$ cat src/rtl/time_set_ctrl.sv
// time_set_ctrl: button debounce/edge detect and h/m/s edit FSM for the clock.
// Optional auto-repeat of held inc/dec when TIME_SET_AUTO_REPEAT_EN is defined.
module time_set_ctrl #(
   parameter int unsigned DEB_CYCLES = 16,
   parameter int unsigned RPT_DELAY  = 25000000,
   parameter int unsigned RPT_PERIOD = 5000000
) (
   input  logic       clk,
   input  logic       rst,
   input  logic       btn_mode,
   input  logic       btn_inc,
   input  logic       btn_dec,
   input  logic [6:0] cur_h,
   input  logic [6:0] cur_m,
   input  logic [6:0] cur_s,
   output logic [6:0] set_h,
   output logic [6:0] set_m,
   output logic [6:0] set_s,
   output logic       load,
   output logic       editing,
   output logic [1:0] field_sel
);

   localparam int unsigned DW = $clog2(DEB_CYCLES);
   localparam logic [DW-1:0] DEB_LAST = DW'(DEB_CYCLES - 1);

   localparam int B_MODE = 0;
   localparam int B_INC  = 1;
   localparam int B_DEC  = 2;

   localparam logic [6:0] H_TOP  = 7'd23;
   localparam logic [6:0] MS_TOP = 7'd59;

   typedef enum logic [2:0] {
      S_IDLE,
      S_SET_H,
      S_SET_M,
      S_SET_S,
      S_COMMIT
   } state_t;

   logic [2:0]    btn_raw;
   logic [2:0]    sync1_q;
   logic [2:0]    sync2_q;
   logic [2:0]    deb_q;
   logic [2:0]    deb_prev_q;
   logic [DW-1:0] cnt_q [3];
   logic [2:0]    press;

   state_t     state_q;
   logic [6:0] set_h_q;
   logic [6:0] set_m_q;
   logic [6:0] set_s_q;
   logic       load_q;
   logic       editing_q;
   logic [1:0] field_sel_q;

   logic       mode_p;
   logic       rpt_inc;
   logic       rpt_dec;
   logic       step_inc;
   logic       step_dec;
   logic [6:0] set_h_d;
   logic [6:0] set_m_d;
   logic [6:0] set_s_d;
   logic [6:0] cap_h;
   logic [6:0] cap_m;
   logic [6:0] cap_s;

   assign btn_raw = {btn_dec, btn_inc, btn_mode};

   always_ff @(posedge clk) begin
      if (rst) begin
         sync1_q    <= '0;
         sync2_q    <= '0;
         deb_q      <= '0;
         deb_prev_q <= '0;
         for (int i = 0; i < 3; i++) begin
            cnt_q[i] <= '0;
         end
      end else begin
         sync1_q    <= btn_raw;
         sync2_q    <= sync1_q;
         deb_prev_q <= deb_q;
         for (int i = 0; i < 3; i++) begin
            if (sync2_q[i] == deb_q[i]) begin
               cnt_q[i] <= '0;
            end else if (cnt_q[i] == DEB_LAST) begin
               deb_q[i] <= ~deb_q[i];
               cnt_q[i] <= '0;
            end else begin
               cnt_q[i] <= cnt_q[i] + 1'b1;
            end
         end
      end
   end

   assign press  = deb_q & ~deb_prev_q;
   assign mode_p = press[B_MODE];

`ifdef TIME_SET_AUTO_REPEAT_EN
   localparam int unsigned RMAX =
      (RPT_DELAY > RPT_PERIOD) ? RPT_DELAY : RPT_PERIOD;
   localparam int unsigned RW = $clog2(RMAX + 1);
   localparam logic [RW-1:0] DLY_LAST = RW'(RPT_DELAY - 1);
   localparam logic [RW-1:0] PER_LAST = RW'(RPT_PERIOD - 1);

   logic          in_set;
   logic          hold;
   logic          rpt_fire;
   logic [RW-1:0] rpt_cnt_q;
   logic          rpt_armed_q;

   assign in_set = (state_q == S_SET_H) ||
                   (state_q == S_SET_M) ||
                   (state_q == S_SET_S);

   // Mode press means the state is about to change, so the hold restarts.
   assign hold = in_set && !mode_p &&
                 (deb_q[B_INC] ^ deb_q[B_DEC]);

   assign rpt_fire = hold &&
      (rpt_cnt_q == (rpt_armed_q ? PER_LAST : DLY_LAST));

   always_ff @(posedge clk) begin
      if (rst || !hold) begin
         rpt_cnt_q   <= '0;
         rpt_armed_q <= 1'b0;
      end else if (rpt_fire) begin
         rpt_cnt_q   <= '0;
         rpt_armed_q <= 1'b1;
      end else begin
         rpt_cnt_q   <= rpt_cnt_q + 1'b1;
      end
   end

   assign rpt_inc = rpt_fire & deb_q[B_INC];
   assign rpt_dec = rpt_fire & deb_q[B_DEC];
`else
   logic unused_rpt;

   assign unused_rpt = ^(RPT_DELAY ^ RPT_PERIOD);
   assign rpt_inc    = 1'b0;
   assign rpt_dec    = 1'b0;
`endif

   assign step_inc = press[B_INC] | rpt_inc;
   assign step_dec = press[B_DEC] | rpt_dec;

   function automatic logic [6:0] step_fn(
      input logic [6:0] v,
      input logic [6:0] top,
      input logic       up,
      input logic       dn
   );
      logic [6:0] r;
      r = v;
      if (up && !dn) begin
         r = (v >= top) ? 7'd0 : v + 7'd1;
      end else if (dn && !up) begin
         r = ((v == 7'd0) || (v > top)) ? top : v - 7'd1;
      end
      return r;
   endfunction

   always_comb begin
      set_h_d = step_fn(set_h_q, H_TOP, step_inc, step_dec);
      set_m_d = step_fn(set_m_q, MS_TOP, step_inc, step_dec);
      set_s_d = step_fn(set_s_q, MS_TOP, step_inc, step_dec);
   end

   assign cap_h = (cur_h > H_TOP)  ? 7'd0 : cur_h;
   assign cap_m = (cur_m > MS_TOP) ? 7'd0 : cur_m;
   assign cap_s = (cur_s > MS_TOP) ? 7'd0 : cur_s;

   always_ff @(posedge clk) begin
      if (rst) begin
         state_q     <= S_IDLE;
         set_h_q     <= '0;
         set_m_q     <= '0;
         set_s_q     <= '0;
         load_q      <= 1'b0;
         editing_q   <= 1'b0;
         field_sel_q <= 2'd0;
      end else begin
         load_q <= 1'b0;
         unique case (state_q)
            S_IDLE: begin
               if (mode_p) begin
                  state_q     <= S_SET_H;
                  set_h_q     <= cap_h;
                  set_m_q     <= cap_m;
                  set_s_q     <= cap_s;
                  editing_q   <= 1'b1;
                  field_sel_q <= 2'd1;
               end
            end
            S_SET_H: begin
               if (mode_p) begin
                  state_q     <= S_SET_M;
                  field_sel_q <= 2'd2;
               end else begin
                  set_h_q <= set_h_d;
               end
            end
            S_SET_M: begin
               if (mode_p) begin
                  state_q     <= S_SET_S;
                  field_sel_q <= 2'd3;
               end else begin
                  set_m_q <= set_m_d;
               end
            end
            S_SET_S: begin
               if (mode_p) begin
                  state_q     <= S_COMMIT;
                  field_sel_q <= 2'd0;
                  load_q      <= 1'b1;
               end else begin
                  set_s_q <= set_s_d;
               end
            end
            S_COMMIT: begin
               state_q     <= S_IDLE;
               editing_q   <= 1'b0;
               field_sel_q <= 2'd0;
            end
            default: begin
               state_q     <= S_IDLE;
               editing_q   <= 1'b0;
               field_sel_q <= 2'd0;
            end
         endcase
      end
   end

   assign set_h     = set_h_q;
   assign set_m     = set_m_q;
   assign set_s     = set_s_q;
   assign load      = load_q;
   assign editing   = editing_q;
   assign field_sel = field_sel_q;

endmodule
$ cat config.mk
export PLATFORM = sky130hd
export DESIGN_NAME = time_set_ctrl
export DESIGN_NICKNAME = d
export VERILOG_FILES = /design/src/rtl/time_set_ctrl.sv
export SDC_FILE = /design/constraint.sdc
export NUM_CORES = 1
export LEC_CHECK = 0
export BUFFER_PORTS_ARGS = -buffer_cell sky130_fd_sc_hd__buf_2
export CAP_MARGIN = 40
export CORE_ASPECT_RATIO = 1.1
export CORE_UTILIZATION = 52
export CTS_CLUSTER_SIZE = 30
export DETAILED_ROUTE_END_ITERATION = 10
export PLACE_DENSITY_LB_ADDON = 0.1
export SLEW_MARGIN = 20
export SYNTH_ARGS = -nofsm -noshare
export SYNTH_HDL_FRONTEND = slang
export SYNTH_SLANG_ARGS = --single-unit
$ cat constraint.sdc
create_clock -name clk -period 2.05 [get_ports clk]
set_clock_uncertainty 0.15 [all_clocks]
set_input_delay 0.1025 -clock clk [delete_from_list [all_inputs] [get_ports clk]]
set_output_delay 0.1025 -clock clk [all_outputs]
set_load 0.02 [all_outputs]
==> results of run 1 <==
## final cells by class
| cell class | instances | area, sq um | area share (%) |
|---|---|---|---|
| flip-flops and latches | 50 | 1130 | 26.0 |
| well taps | 80 | 100 | 2.31 |
| clock buffers | 5 | 68.8 | 1.59 |
| multi-input cells | 323 | 2280 | 52.5 |
| clock inverters | 3 | 26.3 | 0.606 |
| inverters | 16 | 60.1 | 1.38 |
| repair buffers | 103 | 677 | 15.6 |
## layout by cell type, fill, tap and decap left out, types with 4 or more instances in the layout
cell type and count:
a211oi_1 7, a21oi_1 18, a31oi_1 4, a41oi_1 5, and3_1 7, buf_2 50
buf_4 43, clkbuf_8 5, conb_1 12, dfxtp_1 33, dfxtp_2 5, dlygate4sd3_1 7
edfxtp_1 12, ha_1 12, inv_1 15, mux2i_1 6, nand2_1 32, nand2b_1 4
nand3_1 15, nand4b_1 4, nor2_1 37, nor2b_1 14, nor3_1 11, o21a_1 4
o21ai_0 5, o21ai_1 8, o311ai_1 4, o31ai_1 5, or3_1 6, xnor2_1 11
xor2_1 9
## per-layer routing
layer | track usage (%) | part of all wire [%] | vias up
li1 | - | - | 1664
met1 | 35.0 | 44 | 1603
met2 | 43.7 | 48 | 115
met3 | 4.27 | 4.6 | 29
met4 | 10.9 | 2.9 | 0
met5 | 0 | 0 | -
## worst min path at each step
stage	cells past startpoint	slack (ps)	start	to
after floorplan	1	80	btn_mode	sync1_q[0]
after global placement	2	170	btn_dec	sync1_q[2]
after detailed placement	2	180	btn_dec	sync1_q[2]
after CTS	3	20	cur_m[4]	set_m[4]
after global routing	3	40	cur_m[4]	set_m[4]
final	5	20	cur_m[1]	set_m[1]
## worst max-delay path, stage by stage (launching register included)
cell and delay (ps):
dfxtp_2 330, nand2b_4 140, ha_4 240, buf_6 110, nor3b_4 300, a31o_1 250, buf_6 130, nor2_2 30
a311oi_2 230
## cells by family (layout without fill, tap and decap cells)
| group | after synthesis | in the layout | synth area share, % |
|---|---|---|---|
| xor gates and xnor gates | 20 | 20 | 5.05 |
| DFF | 50 | 50 | 32.3 |
| AOI/OAI and AO/OA | 107 | 107 | 23.5 |
| other | 1 | 12 | 0.108 |
| adders and majority gates | 13 | 13 | 4.69 |
| buffers and inverters | 45 | 127 | 6.43 |
| and+or+nand+nor | 165 | 165 | 26.1 |
| muxes | 6 | 6 | 1.73 |
## stage by stage
step           utilization, %  hold slack (ps)  cells
4_1_cts                  66.9             17.9    578
6_report                 68.8             23.0    580
3_5_place_dp             63.8              183    563
2_1_floorplan               -             80.7    418
3_3_place_gp             63.8              167    563
5_1_grt                  68.8             36.0    580
## state kept, by name, indices dropped and copies added (netlist names), 2 cells and up
signal and cells:
set_m 7, cnt_q 12, set_h 7, field_sel 2
sync2_q 3, deb_prev_q 3, sync1_q 3, set_s 7
deb_q 3
## power groups by stage
stage	Clock (mW)	Sequential, mW	Combinational (mW)
5_1_grt	0.680	1.04	0.134
3_5_place_dp	0	1.06	0.106
6_report	0.628	1.04	0.121
2_1_floorplan	0	1.06	0.0621
3_3_place_gp	0	1.06	0.103
4_1_cts	0.642	1.04	0.117
## what timing repair did
| item | 4_1_cts | 5_1_grt |
|---|---|---|
| hold buffers | 7 | 0 |
| hold endpoints to repair | 7 | 0 |
| resized for setup | 10 | 23 |
| buffers inserted | 0 | 2 |
| pin swaps | 4 | 10 |
| endpoints found under the setup margin | 11 | 18 |
==> impl_metrics.env, run 1 <==
export IMPL_antenna_found_initial=0
export IMPL_initial_utilization_pct=55.0
export IMPL_io_buffers=50
export IMPL_leakagePower_nw=1.82
export IMPL_synth_most_common_cell="nor2_1"
export IMPL_ant_nets=0
export IMPL_min_path_type="in2reg"
export IMPL_wl_microns=8910
export IMPL_clock_sinks=50
export IMPL_final_nets=538
export IMPL_cts_root_buffer="clkbuf_8"
export IMPL_syn_cell_area_sq_mm=0.00347
export IMPL_crit_type="reg2reg"
export IMPL_io_pins=51
export IMPL_die_area_sq_mm=0.00700
export IMPL_drc_errors=0
export IMPL_p_int_mw=1.33
export IMPL_synth_top_area_share_pct=21.9
export IMPL_cp_arrival_ps=2070
export IMPL_worstSetupStartpointType="register"
export IMPL_ctsLongestPathBuffers=2
export IMPL_r2r_start="deb_prev_q[2]"
export IMPL_reg2reg_slack_ps=60
export IMPL_postSynth_asyncResetShare_pct=0
export IMPL_avgSynthCellArea_sq_um=8.52
export IMPL_ys_warn_count=0
export IMPL_cap_violations=0
export IMPL_synth_edf_count=12
export IMPL_tightestPinTransition_ps=554
export IMPL_gp_congestion=0.970
export IMPL_grt_overflow=0
export IMPL_grt_max_degree=29
export IMPL_postSynthRegisterBits=50
export IMPL_fmax_mhz=502
export IMPL_clkPwrFrac_pct=35.2
export IMPL_r2r_end="set_s[0]"
export IMPL_num_vias=3411
export IMPL_place_area_sq_mm=0.00403
export IMPL_synth_common_cells="40 x nor2_1, 38 x dfxtp_1, 32 x nand2_1, 19 x a21oi_1, 17 x nand3_1"
export IMPL_grt_pass1_wl_microns=14800
export IMPL_clkSlewWorstSetupHoldPaths_ps=100
export IMPL_slew_violations=0
export IMPL_max_vdd_ir_drop_v=0.000301
export IMPL_crit_required_ps=2130
export IMPL_cts_made_buffers=5
export IMPL_dp_hpwl_microns=6420
export IMPL_setup_viol=0
export IMPL_p_sw_share_pct=25.2
export IMPL_synthCells=407
export IMPL_fin_ws_ps=56.5
export IMPL_via_per_inst=5.88
export IMPL_post_route_period_util_pct=97.2
export IMPL_outcome="finished clean"
export IMPL_die_w_microns=79.8
export IMPL_n_antenna_cell=0
export IMPL_yosysTopAreaCell="dfxtp_1"
export IMPL_layout_drive_gt1_share_pct=30.4
export IMPL_grtUsageTotal_pct=26.7
export IMPL_tns_ps=0
export IMPL_power_frac_comb_pct=6.8
export IMPL_power_density_mw_per_mm2=411
export IMPL_crit_path_start="deb_prev_q[2]"
export IMPL_slew_headroom_pct=63.0
export IMPL_crit_end="set_s[0]"
export IMPL_cts_max_level=2
export IMPL_worstSkewPairLatency_ps=310
export IMPL_post_place_ws_ps=-43.3
export IMPL_fin_total_pwr_mw=1.78
export IMPL_cts_tree="done"
export IMPL_switchingPower_mw=0.450
export IMPL_yosysUniqueCellTypes=75
export IMPL_firstDrtPassIters=4
export IMPL_synth_area_top_cells="dfxtp_1 22%, edfxtp_1 10%, ha_1 4.7%"
export IMPL_wl_per_cell_microns=15.4
export IMPL_first_iter_violations=169
export IMPL_power_frac_seq_pct=58.0
export IMPL_fin_area_sq_mm=0.00434
export IMPL_nFillCells=556
export IMPL_hold_violations=0
export IMPL_cp_end_kind="register"
export IMPL_chipHeight_microns=87.6
export IMPL_critical_path_max_fanout=5
export IMPL_num_rows=30
export IMPL_reg2regPathDepth=8
export IMPL_grt_pass1_vias=3191
export IMPL_fin_crit_ps=1990
export IMPL_rsz0062_at_grt="yes"
export IMPL_synth_ff_type="dfxtp_1"
export IMPL_core_area_sq_mm=0.00631
export IMPL_yosysSeqAreaShare_pct=32.3
export IMPL_syn2layout_area_growth_pct=25.1
Note: power is estimated with default switching activity, not from simulation.
==> inputs of run 2 (changes only) <==
--- a/config.mk
+++ b/config.mk
@@ -7,8 +7,8 @@
 export LEC_CHECK = 0
 export BUFFER_PORTS_ARGS = -buffer_cell sky130_fd_sc_hd__buf_2
 export CAP_MARGIN = 40
-export CORE_ASPECT_RATIO = 1.1
-export CORE_UTILIZATION = 52
+export CORE_ASPECT_RATIO = 1.2
+export CORE_UTILIZATION = 41
 export CTS_CLUSTER_SIZE = 30
 export DETAILED_ROUTE_END_ITERATION = 10
 export PLACE_DENSITY_LB_ADDON = 0.1
==> constraint.sdc (replaced) <==
create_clock -name clk -period 2.35 [get_ports clk]
set_clock_uncertainty 0.15 [all_clocks]
set_input_delay 0.1175 -clock clk [delete_from_list [all_inputs] [get_ports clk]]
set_output_delay 0.1175 -clock clk [all_outputs]
set_load 0.02 [all_outputs]
==> run 2 against run 1 <==
Non-clock buffer count is 33 lower. Clock-buffer cell count stayed put. Total power is 13% lower. Hold slack better by 1.6 ps. Sequential cell count stayed put. Core utilization is 20 points lower. Maximum frequency is 11% lower. Die area is 26% higher. Final area is 7.8% lower. Critical path depth is 1 lower. Final cell count is 0.17% higher. Clock power is 13% lower.
==> impl_metrics.env, run 2 (synthesized netlist as in run 1, its figures left out) <==
export IMPL_worstSkewPairLatency_ps=320
export IMPL_worstSetupStartpointType="register"
export IMPL_initial_utilization_pct=42.5
export IMPL_setup_viol=0
export IMPL_cts_made_buffers=5
export IMPL_leakagePower_nw=1.63
export IMPL_cts_root_buffer="clkbuf_8"
export IMPL_mostFrequentLayoutCell="buf_2"
export IMPL_clkSlewWorstSetupHoldPaths_ps=110
export IMPL_dp_hpwl_microns=6350
export IMPL_grtUsageTotal_pct=20.4
export IMPL_final_nets=505
export IMPL_fin_ws_ps=121
export IMPL_crit_chain="nor2b_1, ha_1, buf_4, nor2b_1, a22o_1, a2111oi_1, a211oi_1"
export IMPL_fmax_mhz=449
export IMPL_clock_sinks=50
export IMPL_critical_path_max_fanout=12
export IMPL_gp_congestion=0.918
export IMPL_min_path_cells=3
export IMPL_tightestPinTransition_ps=640
export IMPL_tns_ps=0
export IMPL_wl_microns=8690
export IMPL_firstDrtPassIters=4
export IMPL_max_vdd_ir_drop_v=0.000216
export IMPL_wl_per_cell_microns=15.0
export IMPL_rsz0062_at_grt="no"
export IMPL_power_density_mw_per_mm2=386
export IMPL_fin_crit_ps=2230
export IMPL_layout_drive_gt1_share_pct=20.3
export IMPL_ctsLongestPathBuffers=2
export IMPL_n_antenna_cell=0
export IMPL_die_w_microns=85.9
export IMPL_grt_pass1_wl_microns=14400
export IMPL_syn2layout_area_growth_pct=15.4
export IMPL_post_route_period_util_pct=94.9
export IMPL_crit_required_ps=2390
export IMPL_slowest_stage="a2111oi_1"
export IMPL_hold_violations=0
export IMPL_outcome="finished clean"
export IMPL_worst_hold_slack_ps=24.6
export IMPL_grt_pass1_vias=2946
export IMPL_antenna_found_initial=0
export IMPL_cts_max_level=2
export IMPL_ant_nets=0
export IMPL_io_buffers=50
export IMPL_reg2regPathDepth=7
export IMPL_cts_tree="done"
export IMPL_grt_max_degree=36
export IMPL_grt_overflow=0
export IMPL_core_area_sq_mm=0.00815
export IMPL_cap_violations=0
export IMPL_drc_errors=0
export IMPL_num_vias=3208
export IMPL_slew_headroom_pct=57.3
export IMPL_post_place_ws_ps=61.7
export IMPL_via_per_inst=5.52
export IMPL_num_rows=36
export IMPL_cp_arrival_ps=2270
export IMPL_slew_violations=0
export IMPL_die_area_sq_mm=0.00883
export IMPL_crit_top_cell="nor2b_1"
export IMPL_final_cell_mix="50 x buf_2, 40 x nor2_1, 38 x dfxtp_1"
export IMPL_largest_register="cnt_q"
export IMPL_crit_type="reg2reg"
export IMPL_first_iter_violations=147
export IMPL_io_pins=51
export IMPL_cp_slowest_stage_delay_ps=500
export IMPL_chipHeight_microns=103
export IMPL_min_path_type="in2reg"
export IMPL_largest_reg_flops=12
export IMPL_cp_end_kind="register"
==> run 2: changes by cell type in the layout (fill, tap and decap cells not counted), sizes merged <==
cell / previous run / this run
buf: 96 / 65
dlygate4sd3: 7 / 5
==> run 2: metrics by stage <==
| step | utilization (%) | cell area, sq um | instances | power, mW |
|---|---|---|---|---|
| 6_report | 49.1 | 4000 | 581 | 1.54 |
| 5_1_grt | 49.1 | 4000 | 581 | 1.61 |
| 4_1_cts | 49.0 | 4000 | 581 | 1.57 |
| 3_5_place_dp | 47.2 | 3850 | 568 | 1.01 |
| 3_3_place_gp | 47.2 | 3850 | 568 | 1.01 |
| 2_1_floorplan | - | 3510 | 418 | 0.975 |
==> run 2: final timing paths <==
kind | start | end | slack (ps)
max reg2reg | deb_q[1] | set_m[3] | 120
min | cur_m[4] | set_m[4] | 20
max | deb_q[1] | set_m[3] | 120
min reg2reg | sync1_q[1] | sync2_q[1] | 300
==> run 2: cell type report <==
type                       count  area, sq um
clock inverter                 3         26.3
fill                         844         4150
timing repair buffer          70          413
multi-input combinational    323         2170
sequential                    50         1120
tap                          114          143
clock buffer                   5         68.8
inverter                      16         60.1
==> run 2: power breakdown <==
group	switching, mW	internal [mW]	leakage, nW
clock	0.325	0.220	0.0491
sequential	0.00922	0.894	0.431
combinational	0.0508	0.0447	1.15
==> run 2: worst max-delay path: cells and delay by family (launching register included) <==
kind / cells / cell delay [ps]
buffers and inverters: 1 / 210
flip-flops: 1 / 350
adder cells (fa/ha/maj): 1 / 250
AO/OA/AOI/OAI: 3 / 830
AND/OR/NAND/NOR: 2 / 300
==> run 2: per-layer routing <==
layer | GRT usage (%) | wire [microns] | up-vias
li1 | - | - | 1604
met1 | 26.9 | 4050 | 1521
met2 | 34.9 | 4170 | 78
met3 | 3.04 | 422 | 5
met4 | 5.26 | 55 | 0
met5 | 0 | 0 | -
==> run 2: repair_timing <==
item / in CTS / in global routing
setup endpoints to repair: 0 / 3
endpoints found under the hold margin: 5 / 0
buffers inserted: 0 / 0
hold buffers: 5 / 0
gates resized for setup: 0 / 2
==> inputs of run 3 (changes only) <==
--- a/config.mk
+++ b/config.mk
@@ -6,9 +6,9 @@
 export NUM_CORES = 1
 export LEC_CHECK = 0
 export BUFFER_PORTS_ARGS = -buffer_cell sky130_fd_sc_hd__buf_2
-export CAP_MARGIN = 40
+export CAP_MARGIN = 20
 export CORE_ASPECT_RATIO = 1.2
-export CORE_UTILIZATION = 41
+export CORE_UTILIZATION = 50
 export CTS_CLUSTER_SIZE = 30
 export DETAILED_ROUTE_END_ITERATION = 10
 export PLACE_DENSITY_LB_ADDON = 0.1
==> run 3 against run 2 <==
Final cell count shrank 5.0%. Global-route usage increased by 2.4 points. First-iteration DRC count is 3.4% higher. Combinational power fell by 0.5%. Die area shrank 18%. Via count rose by 1.2%. Sequential cell count unchanged.
==> impl_metrics.env, run 3 (synthesized netlist as in run 1, its figures left out) <==
export IMPL_cts_max_level=2
export IMPL_multi_input_area_sq_mm=0.00216
export IMPL_crit_chain="nor2b_1, ha_1, or3b_1, a21oi_2, a21oi_1, nand4b_1, o211ai_1"
export IMPL_io_pins=51
export IMPL_n_antenna_cell=0
export IMPL_placed_cells_incl_taps=539
export IMPL_post_cts_buffers=0
export IMPL_nFillCells=620
export IMPL_tns_ps=0
export IMPL_rsz0062_at_grt="no"
export IMPL_dp_hpwl_microns=5970
export IMPL_fin_crit_ps=2220
export IMPL_cts_made_buffers=5
export IMPL_cp_end_kind="register"
export IMPL_worst_hold_slack_ps=32.6
export IMPL_grtUsageTotal_pct=22.8
export IMPL_gp_congestion=0.893
export IMPL_wl_microns=8230
export IMPL_ctsLongestPathBuffers=2
export IMPL_cp_top_family="simple AND/OR/NAND/NOR gates"
export IMPL_ant_nets=0
export IMPL_tightestPinTransition_ps=555
export IMPL_slowest_stage="or3b_1"
export IMPL_num_vias=3248
export IMPL_via_per_inst=5.88
export IMPL_leakagePower_nw=1.64
export IMPL_place_area_sq_mm=0.00381
export IMPL_drc_errors=0
export IMPL_slew_violations=0
export IMPL_seqCellArea_sq_mm=0.00112
export IMPL_fin_ws_ps=131
export IMPL_final_cell_count_no_fill=552
export IMPL_antenna_found_initial=0
export IMPL_crit_required_ps=2440
export IMPL_post_place_ws_ps=131
export IMPL_fin_area_sq_mm=0.00398
export IMPL_final_cell_mix="50 x buf_2, 40 x nor2_1, 38 x dfxtp_1"
export IMPL_min_path_type="in2reg"
export IMPL_cp_num_buf_inv=0
export IMPL_fmax_mhz=451
export IMPL_cp_slowest_stage_delay_ps=520
export IMPL_worstSetupStartpointType="register"
export IMPL_syn2layout_area_growth_pct=14.8
export IMPL_crit_type="reg2reg"
export IMPL_mostFrequentLayoutCell="buf_2"
export IMPL_final_nets=505
export IMPL_worstSkewPairLatency_ps=310
export IMPL_setup_viol=0
export IMPL_hold_violations=0
export IMPL_die_w_microns=78
export IMPL_cap_violations=0
export IMPL_cp_arrival_ps=2310
export IMPL_first_iter_violations=152
export IMPL_power_density_mw_per_mm2=411
export IMPL_core_area_sq_mm=0.00657
export IMPL_wl_per_cell_microns=14.9
export IMPL_largest_register="cnt_q"
export IMPL_post_route_period_util_pct=94.4
export IMPL_die_area_sq_mm=0.00727
export IMPL_layout_drive_gt1_share_pct=20.3
export IMPL_clock_sinks=50
export IMPL_cts_root_buffer="clkbuf_8"
export IMPL_grt_overflow=0
export IMPL_grt_pass1_vias=2872
export IMPL_initial_utilization_pct=52.8
export IMPL_largest_reg_flops=12
export IMPL_grt_pass1_wl_microns=13300
export IMPL_critical_path_max_fanout=8
export IMPL_firstDrtPassIters=6
export IMPL_num_rows=32
export IMPL_slew_headroom_pct=63.0
export IMPL_clkSlewWorstSetupHoldPaths_ps=100
export IMPL_chipHeight_microns=93.2
export IMPL_cts_tree="done"
export IMPL_outcome="finished clean"
export IMPL_max_vdd_ir_drop_v=0.000218
export IMPL_grt_max_degree=32
export IMPL_io_buffers=50
run 3: changes by cell type in the layout (fill, tap and decap cells not counted), sizes merged:
cell,before,now
clkinv,1,0
bufinv,0,1
run 3: cell type report:
class | count | area share [%]
inverter | 16 | 1.51
tap | 85 | 2.67
sequential | 50 | 28.2
clock inverter | 3 | 1.19
clock buffer | 5 | 1.73
timing repair buffer | 70 | 10.4
multi-input combinational | 323 | 54.4
run 3: path summary, 6_finish.rpt:
check                   from    endpoint  slack [ps]  depth (start not counted)
hold reg to reg   sync1_q[2]  sync2_q[2]         300                          1
setup / recovery    deb_q[1]    set_h[3]         130                          7
setup reg to reg    deb_q[1]    set_h[3]         130                          7
hold / removal      cur_m[4]    set_m[4]          30                          3
run 3: through the flow:
stage          utilization, %  total power, mW
4_1_cts                  60.6             1.66
3_3_place_gp             58.1             1.01
2_1_floorplan               -            0.975
5_1_grt                  60.6             1.69
6_report                 60.6             1.63
3_5_place_dp             58.1             1.01
run 3: what timing repair did:
item                                    4_1_cts  5_1_grt
endpoints found under the setup margin        0        3
hold buffers                                  5        0
endpoints found under the hold margin         5        0
resized for setup                             0        1
run 3: layer usage:
metal	vias to the layer above	track usage, %	wire, microns
met5	-	0	0
met4	0	7.25	79
met3	9	2.93	379
met2	98	39.0	4060
met1	1532	29.6	3720
li1	1609	-	-
run 3: worst reg2reg max path, cell delays in order (launching register included):
cell	delay (ps)
dfxtp_1	390
nor2b_1	160
ha_1	390
or3b_1	520
a21oi_2	190
a21oi_1	80
nand4b_1	180
o211ai_1	100
run 3: power by group:
part	total [mW]	switching, mW	internal (mW)
Combinational	0.0950	0.0502	0.0448
Clock	0.636	0.311	0.325
Sequential	0.903	0.00918	0.894
